<file path="config.mk">
export PLATFORM = sky130hd
export DESIGN_NAME = microseq_flat
export DESIGN_NICKNAME = d
export VERILOG_FILES = /design/src/rtl/microseq_if.sv /design/src/rtl/microseq.sv /design/src/flat_wrapper.sv
export SDC_FILE = /design/constraint.sdc
export NUM_CORES = 1
export LEC_CHECK = 0
export CAP_MARGIN = 40
export CORE_MARGIN = 3
export CORE_UTILIZATION = 40
export DETAILED_ROUTE_END_ITERATION = 6
export GPL_ROUTABILITY_DRIVEN = 0
export PLACE_DENSITY = 0.66
export REMOVE_ABC_BUFFERS = 1
export SYNTH_ARGS = -nofsm -noshare
export SYNTH_HDL_FRONTEND = slang
export SYNTH_SLANG_ARGS = --single-unit
export TNS_END_PERCENT = 100
</file>
<file path="constraint.sdc">
create_clock -name clk -period 5.6 [get_ports clk]
set_input_delay 1.12 -clock clk [delete_from_list [all_inputs] [get_ports clk]]
set_output_delay 1.12 -clock clk [all_outputs]
set_load 0.05 [all_outputs]
</file>
<file path="src/rtl/microseq_if.sv">
// microseq_if: control-path bundle between the microsequencer and the
// datapath / instruction register.
//   master : sequencer side (consumes opcode/ready/resume, drives state,
//            cycle, halted, illegal, instr_done)
//   slave  : datapath / environment side (the mirror image)
interface microseq_if #(
  parameter int OPCODE_W = 4,
  parameter int STATE_W  = 4,
  parameter int CYC_W    = 3
);
  logic [OPCODE_W-1:0] opcode;
  logic                ready;
  logic                resume;
  logic [STATE_W-1:0]  state;
  logic [CYC_W-1:0]    cycle;
  logic                halted;
  logic                illegal;
  logic                instr_done;

  modport master (
    input  opcode, ready, resume,
    output state, cycle, halted, illegal, instr_done
  );

  modport slave (
    output opcode, ready, resume,
    input  state, cycle, halted, illegal, instr_done
  );
endinterface

</file>
<file path="src/rtl/microseq.sv">
// microseq: microsequencer for the 8-bit computer's control path.
// Keeps the instruction cycle counter, latches the opcode at the end of
// fetch and decodes one control state per cycle. Supports variable-length
// instructions (early return to fetch on STATE_NEXT), a ready stall, a
// sticky halt with resume, illegal-opcode flagging and a retire strobe.
// Ports:
//   clk   : rising-edge clock
//   reset : synchronous, active-high
//   bus   : microseq_if.master (opcode, ready, resume in;
//           state, cycle, halted, illegal, instr_done out)
module microseq #(
  parameter int OPCODE_W = 4,
  parameter int STATE_W  = 4,
  parameter int CYC_W    = 3
) (
  input  logic       clk,
  input  logic       reset,
  microseq_if.master bus
);

  localparam logic [STATE_W-1:0] STATE_FETCH_PC         = STATE_W'(0);
  localparam logic [STATE_W-1:0] STATE_FETCH_INST       = STATE_W'(1);
  localparam logic [STATE_W-1:0] STATE_FETCH_ARG        = STATE_W'(2);
  localparam logic [STATE_W-1:0] STATE_LOAD_Z           = STATE_W'(3);
  localparam logic [STATE_W-1:0] STATE_RAM_A            = STATE_W'(4);
  localparam logic [STATE_W-1:0] STATE_RAM_B            = STATE_W'(5);
  localparam logic [STATE_W-1:0] STATE_STORE_A          = STATE_W'(6);
  localparam logic [STATE_W-1:0] STATE_ADD              = STATE_W'(7);
  localparam logic [STATE_W-1:0] STATE_SUB              = STATE_W'(8);
  localparam logic [STATE_W-1:0] STATE_OUT_A            = STATE_W'(9);
  localparam logic [STATE_W-1:0] STATE_JUMP             = STATE_W'(10);
  localparam logic [STATE_W-1:0] STATE_JUMP_IF_ZERO     = STATE_W'(11);
  localparam logic [STATE_W-1:0] STATE_JUMP_IF_NOT_ZERO = STATE_W'(12);
  localparam logic [STATE_W-1:0] STATE_HALT             = STATE_W'(13);
  localparam logic [STATE_W-1:0] STATE_NEXT             = STATE_W'(14);

  localparam logic [3:0] OP_LDA = 4'd0;
  localparam logic [3:0] OP_ADD = 4'd1;
  localparam logic [3:0] OP_SUB = 4'd2;
  localparam logic [3:0] OP_STA = 4'd3;
  localparam logic [3:0] OP_OUT = 4'd4;
  localparam logic [3:0] OP_JMP = 4'd5;
  localparam logic [3:0] OP_JEZ = 4'd6;
  localparam logic [3:0] OP_JNZ = 4'd7;
  localparam logic [3:0] OP_HLT = 4'd8;

  logic [CYC_W-1:0]    cycle_q;
  logic [OPCODE_W-1:0] op_q;
  logic                halted_q;
  logic                illegal_q;
  logic [STATE_W-1:0]  state_c;

  // Legal opcodes have nothing set above bit 3 and a defined low nibble.
  function automatic logic is_legal(input logic [OPCODE_W-1:0] op);
    return ((op >> 4) == '0) && (op[3:0] <= OP_HLT);
  endfunction

  // Anything not explicitly listed falls through to STATE_NEXT, which is
  // what lets the sequencer recover from undefined (cycle, opcode) pairs.
  function automatic logic [STATE_W-1:0] decode(input logic [CYC_W-1:0]    c,
                                                input logic [OPCODE_W-1:0] op);
    logic [STATE_W-1:0] s;
    int unsigned        ci;
    logic [3:0]         o;
    s  = STATE_NEXT;
    ci = 32'(c);
    o  = op[3:0];
    if (ci == 0) begin
      s = STATE_FETCH_PC;
    end else if (ci == 1) begin
      s = STATE_FETCH_INST;
    end else if (is_legal(op)) begin
      case (o)
        OP_HLT: if (ci == 2) s = STATE_HALT;
        OP_OUT: if (ci == 2) s = STATE_OUT_A;
        OP_JMP, OP_JEZ, OP_JNZ: begin
          if (ci == 2) s = STATE_FETCH_PC;
          else if (ci == 3)
            s = (o == OP_JMP) ? STATE_JUMP :
                (o == OP_JEZ) ? STATE_JUMP_IF_ZERO : STATE_JUMP_IF_NOT_ZERO;
        end
        OP_LDA, OP_STA, OP_ADD, OP_SUB: begin
          if (ci == 2) s = STATE_FETCH_PC;
          else if (ci == 3) s = STATE_FETCH_ARG;
          else if (ci == 4) s = STATE_LOAD_Z;
          else if (ci == 5)
            s = (o == OP_LDA) ? STATE_RAM_A :
                (o == OP_STA) ? STATE_STORE_A : STATE_RAM_B;
          else if (ci == 6 && (o == OP_ADD || o == OP_SUB))
            s = (o == OP_ADD) ? STATE_ADD : STATE_SUB;
        end
        default: s = STATE_NEXT;
      endcase
    end
    return s;
  endfunction

  assign state_c = decode(cycle_q, op_q);

  always_ff @(posedge clk) begin
    if (reset) begin
      cycle_q   <= '0;
      op_q      <= '0;
      halted_q  <= 1'b0;
      illegal_q <= 1'b0;
    end else begin
      illegal_q <= 1'b0;
      if (halted_q) begin
        // ready is ignored while halted; only resume moves us on
        if (bus.resume) begin
          halted_q <= 1'b0;
          cycle_q  <= '0;
        end
      end else if (bus.ready) begin
        // Entering halt keeps cycle at 2 so state keeps decoding as HALT.
        if (state_c == STATE_HALT)      halted_q <= 1'b1;
        else if (state_c == STATE_NEXT) cycle_q  <= '0;
        else                            cycle_q  <= cycle_q + CYC_W'(1);
        if (cycle_q == CYC_W'(1)) op_q <= bus.opcode;
        if (cycle_q == CYC_W'(2) && !is_legal(op_q)) illegal_q <= 1'b1;
      end
    end
  end

  assign bus.state      = state_c;
  assign bus.cycle      = cycle_q;
  assign bus.halted     = halted_q;
  assign bus.illegal    = illegal_q;
  assign bus.instr_done = (state_c == STATE_NEXT) && bus.ready;

endmodule

</file>
<file path="src/flat_wrapper.sv">
// flat-port wrapper written by rule: the top's interface ports become plain ports
module microseq_flat 
#(
  parameter int OPCODE_W = 4,
  parameter int STATE_W  = 4,
  parameter int CYC_W    = 3
)
  (clk, reset, bus_opcode, bus_ready, bus_resume, bus_state, bus_cycle, bus_halted, bus_illegal, bus_instr_done);
  microseq_if #(.OPCODE_W(OPCODE_W), .STATE_W(STATE_W), .CYC_W(CYC_W)) bus_i ();
  input  logic clk;
  input  logic reset;
  input wire logic [$bits(bus_i.opcode)-1:0] bus_opcode;
  input wire logic [$bits(bus_i.ready)-1:0] bus_ready;
  input wire logic [$bits(bus_i.resume)-1:0] bus_resume;
  output wire logic [$bits(bus_i.state)-1:0] bus_state;
  output wire logic [$bits(bus_i.cycle)-1:0] bus_cycle;
  output wire logic [$bits(bus_i.halted)-1:0] bus_halted;
  output wire logic [$bits(bus_i.illegal)-1:0] bus_illegal;
  output wire logic [$bits(bus_i.instr_done)-1:0] bus_instr_done;
  assign bus_i.opcode = bus_opcode;
  assign bus_i.ready = bus_ready;
  assign bus_i.resume = bus_resume;
  assign bus_state = bus_i.state;
  assign bus_cycle = bus_i.cycle;
  assign bus_halted = bus_i.halted;
  assign bus_illegal = bus_i.illegal;
  assign bus_instr_done = bus_i.instr_done;
  microseq #(.OPCODE_W(OPCODE_W), .STATE_W(STATE_W), .CYC_W(CYC_W)) u_core (.clk(clk), .reset(reset), .bus(bus_i));
endmodule
</file>
==> impl.org <==
** Run status
- The flow ran to the end, and the final reports show no timing, DRC or antenna violations.

** Timing
- Final Cycle Share :: 76.1%
- Setup violations remaining at the end of the flow were counted as 0.
- Setup slack closes at 1.34 ns.
- The number of endpoints with negative hold slack in the final report came to 0.
- Setup repair after global routing missed its margin :: false
- Total Neg Setup Slack :: 0 ns
- Pins Over Slew Limit :: 0
- Minimum clock period :: 4.26 ns
- Derived from the worst setup path, the maximum achievable clock frequency is 0.235 GHz.
- The worst pin sits at a relative slew slack of 62.1%.
- The clock arrives with 0.000218 ns of skew.
- At the pin with the least slew margin, the transition time is 0.564 ns.

** Synth
- The cell area that synthesis handed to floorplanning was 790 um^2.
- Compound-Gate Fraction of Synth Area :: 25.0%
- Post-synth cell types :: 40
- After synthesis the netlist holds a flip-flop and latch count of 9.
- Leading cell types by total area after synthesis :: dfxtp_1 (23%), ha_1 (7.9%), nor2_1 (6.2%)
- Among all flip-flop cells after synthesis, the most frequent one is dfxtp_1.
- The largest total area in the synthesized netlist belongs to dfxtp_1.
- In this run, synthesis inferred 0 flip-flops with an integrated enable.
- Adder and majority cell fraction of the synthesized area :: 7.92%
- YS warnings :: 0
- Most used standard cell by instance count after synthesis :: nor2_1
- Xor and xnor fraction of the mapped netlist area :: 2.22%
- Top cells by instance count after synthesis :: nor2_1 (13), dfxtp_1 (9), ha_1 (5), inv_1 (5), nand2_1 (5)
- Main combinational cell family by area after synthesis :: simple AND/OR/NAND/NOR gates
- Portion of netlist area occupied by mux cells :: 5.07%
- Average cell area after synthesis :: 8.31 um^2
- The cell count after synthesis came out at 95.
- The share of synthesized area in the top cell type comes to 22.8%.
- Of all flip-flops after synthesis, the portion carrying an async set or reset was 0%.
- Simple-gate area share of the yosys netlist :: 28.8%
- Proportion of synthesized chip area in sequential cells :: 22.8%

** Global routing
- After global routing the overflow that remains totals 0.
- The number of global-route vias before repair was 705.
- Combined global-route utilization of all metal layers :: 16.3%
- First-pass GRT wire length :: 3.20 mm
- The initial antenna violation count is 0.
- Entering global routing, the biggest net connects 12 pins.

** Place
- Once detailed placement completed, the half-perimeter wirelength came to 1.40 mm.
- Including well taps, the total number of placed cells is 131.
- OpenSTA, run right after detailed placement, puts the worst setup slack at 1.68 ns.
- Port Buffers :: 17

** Clocking
- For this design, the sink count on the clock tree is 9.
- Worst-Skew Late Latency :: 0.26 ns
- Counting along the longest clock path gives a buffer depth of 2.
- Root Driver :: clkbuf_4
- Setup repair bufs after CTS :: 0
- Buffers inserted during clock tree synthesis total 3.
- Number of H-tree levels :: 1
- Number of cells upsized or downsized after cts :: 0
- After clock tree synthesis, the clock-pin slew on the worst setup and hold paths is 0.06 ns.
- TritonCTS clock tree :: yes
- Post-CTS Hold Fix Bufs :: 0

** Job
- The tool flagged a number of max-cap violations equal to 0.

** Cells and area
- Area growth from synthesis to layout :: 23.6%
- For this run, the number of standard cells in the final layout without fillers is 135.
- Fraction of layout instances using a drive strength above 1 :: 11.8%
- The filler cells instantiated in the layout total 180.
- After the last flow step, the layout net total stands at 124.
- Area used by multi-input combinational logic :: 546 um^2
- Total inserted antenna cells :: 0
- Area taken by flip-flops and latches :: 180 um^2

** Critical path
- Worst setup path end :: bus_instr_done
- Data on the critical path is required at its endpoint by 4.48 ns.
- Number of buffer and inverter stages on the critical path :: 2
- For the worst setup path, the data arrival time is 3.14 ns.
- Family of cells with the greatest summed delay on the critical path :: buffers and inverters
- Of all nets on the critical path, the largest fanout is 11.
- FF-to-FF End :: u_core.bus.cycle[2]$_SDFFE_PP0P_
- Stages on worst setup path :: 7
- STA classifies the critical path endpoint as an output port.
- Setup slack on the worst reg-to-reg path comes out at 3.26 ns.
- Sequence of cells on the critical path :: inv_2, ha_1, a211oi_1, nand3b_1, a311oi_4, and3_1, clkdlybuf4s50_1
- Worst setup path class :: register to output port
- The largest single stage delay on the critical path is 0.80 ns.
- The worst register-to-register path begins at u_core.bus.cycle[2]$_SDFFE_PP0P_.
- Crit path launch type :: register
- The slowest stage of the critical path belongs to the cell clkdlybuf4s50_1.
- Logic depth of the worst register-to-register path :: 7
- The critical path starts at u_core.bus.cycle[2]$_SDFFE_PP0P_.

** Drt
- Final routed wire length divided by cell count :: 13.2 um
- Number of DRC violations after detailed routing :: 0
- The first detailed-routing pass took 4 iterations.
- Final wirelength :: 1.79 mm
- Iteration-0 DRC count of the detailed router :: 12
- Routed vias/inst :: 5.53
- Wire length on met2 :: 845 um
- Summed over all nets, wire length on met3 after detailed routing comes to 102 um.
- Routed signal wires occupy layers up through met4.
- DRT antenna net count :: 0
- Across all layers, the routed design uses 747 vias.
- Length of routed wiring on met1 :: 822 um

** Floorplanning
- Chip width :: 50.4 um
- 18 I/O pins were placed.
- In this run the standard cell core region covers 1800 um^2.
- Die Area :: 2540 um^2
- Effective utilization at floorplan :: 43.8%
- The floorplan has 15 rows.
- Die Span Y :: 50.4 um

** Pwr
- Maximum ir drop on the vdd rail :: 167 uV
- Power Dens Cells :: 257 nW/um^2
- The analysis attributes to cell leakage a power of 0.350 nW.

** Worst hold path
- The tightest min-delay check is of the register to register type.
==> cells in the final DEF, fill, tap and decap left out, types with 3 or more instances in the layout <==
cell type        netlist  layout
nand2_1                5       5
nand2b_1               3       3
dfxtp_1                9       9
inv_1                  5       5
clkdlybuf4s50_1        0      17
ha_1                   5       5
clkbuf_4               0       3
nand3_1                4       4
a21oi_1                3       3
nor2_1                13      13
o22ai_1                3       3
mux2i_1                4       4
==> sequential cells by signal, indices dropped and copies added (netlist names) <==
register,flops
u_core.bus.illegal,1
u_core.bus.cycle,3
u_core.bus.halted,1
u_core.op_q,4
==> logic make-up (layout without fill, tap and decap cells) <==
group	after synthesis	count (layout)
AO/OA/AOI/OAI	23	23
XOR/XNOR	2	2
adder cells (fa/ha/maj)	5	5
buffers and inverters	12	27
flip-flops	9	9
multiplexers	4	4
AND/OR/NAND/NOR	40	40
==> worst min path at each step <==
stage,start,to,slack (ns),depth (start not counted)
final,u_core.bus.halted$_SDFF_PP0_,u_core.bus.halted$_SDFF_PP0_,0.53,2
after global routing,u_core.bus.halted$_SDFF_PP0_,u_core.bus.halted$_SDFF_PP0_,0.57,2
after CTS,u_core.bus.halted$_SDFF_PP0_,u_core.bus.halted$_SDFF_PP0_,0.53,2
after detailed placement,u_core.bus.halted$_SDFF_PP0_,u_core.bus.halted$_SDFF_PP0_,0.52,2
after global placement,u_core.bus.halted$_SDFF_PP0_,u_core.bus.halted$_SDFF_PP0_,0.51,2
after floorplan,u_core.op_q[3]$_SDFFE_PP0P_,u_core.bus.illegal$_SDFF_PP0_,0.54,2
==> through the flow <==
step | util (%) | area, um^2 | hold slack [ns] | power (mW)
3_5_place_dp | 52.7 | 950 | 0.523 | 0.203
5_1_grt | 54.2 | 976 | 0.565 | 0.268
2_1_floorplan | - | 748 | 0.541 | 0.166
4_1_cts | 54.2 | 976 | 0.534 | 0.253
6_report | 54.2 | 976 | 0.531 | 0.251
3_3_place_gp | 52.7 | 950 | 0.515 | 0.202
==> power by group <==
| part | internal [mW] | switching [mW] | total [mW] |
|---|---|---|---|
| clock | 0.0274 | 0.0222 | 0.0496 |
| combinational | 0.0486 | 0.0783 | 0.127 |
| sequential | 0.0678 | 0.00696 | 0.0748 |
==> worst register-to-register path: stages (launching register included) <==
cell and delay [ns]:
dfxtp_1 0.56, inv_2 0.15, ha_1 0.30, a211oi_1 0.31, nand3b_1 0.20, a311oi_4 0.36
a31oi_1 0.20, o22ai_1 0.18
==> final cells by class <==
cell class                      count  share of cell area (%)
Inverter                            6                    2.31
Timing Repair Buffer               17                    17.4
Multi-Input combinational cell     74                    55.9
Clock buffer                        4                    2.69
Sequential cell                     9                    18.5
Tap cell                           25                    3.21
==> metal layers <==
layer | track usage, % | vias up
met3 | 2.97 | 2
met5 | 0 | -
li1 | - | 377
met2 | 25.4 | 25
met4 | 8.07 | 0
met1 | 21.2 | 343
(Power assumes the default switching activity.)
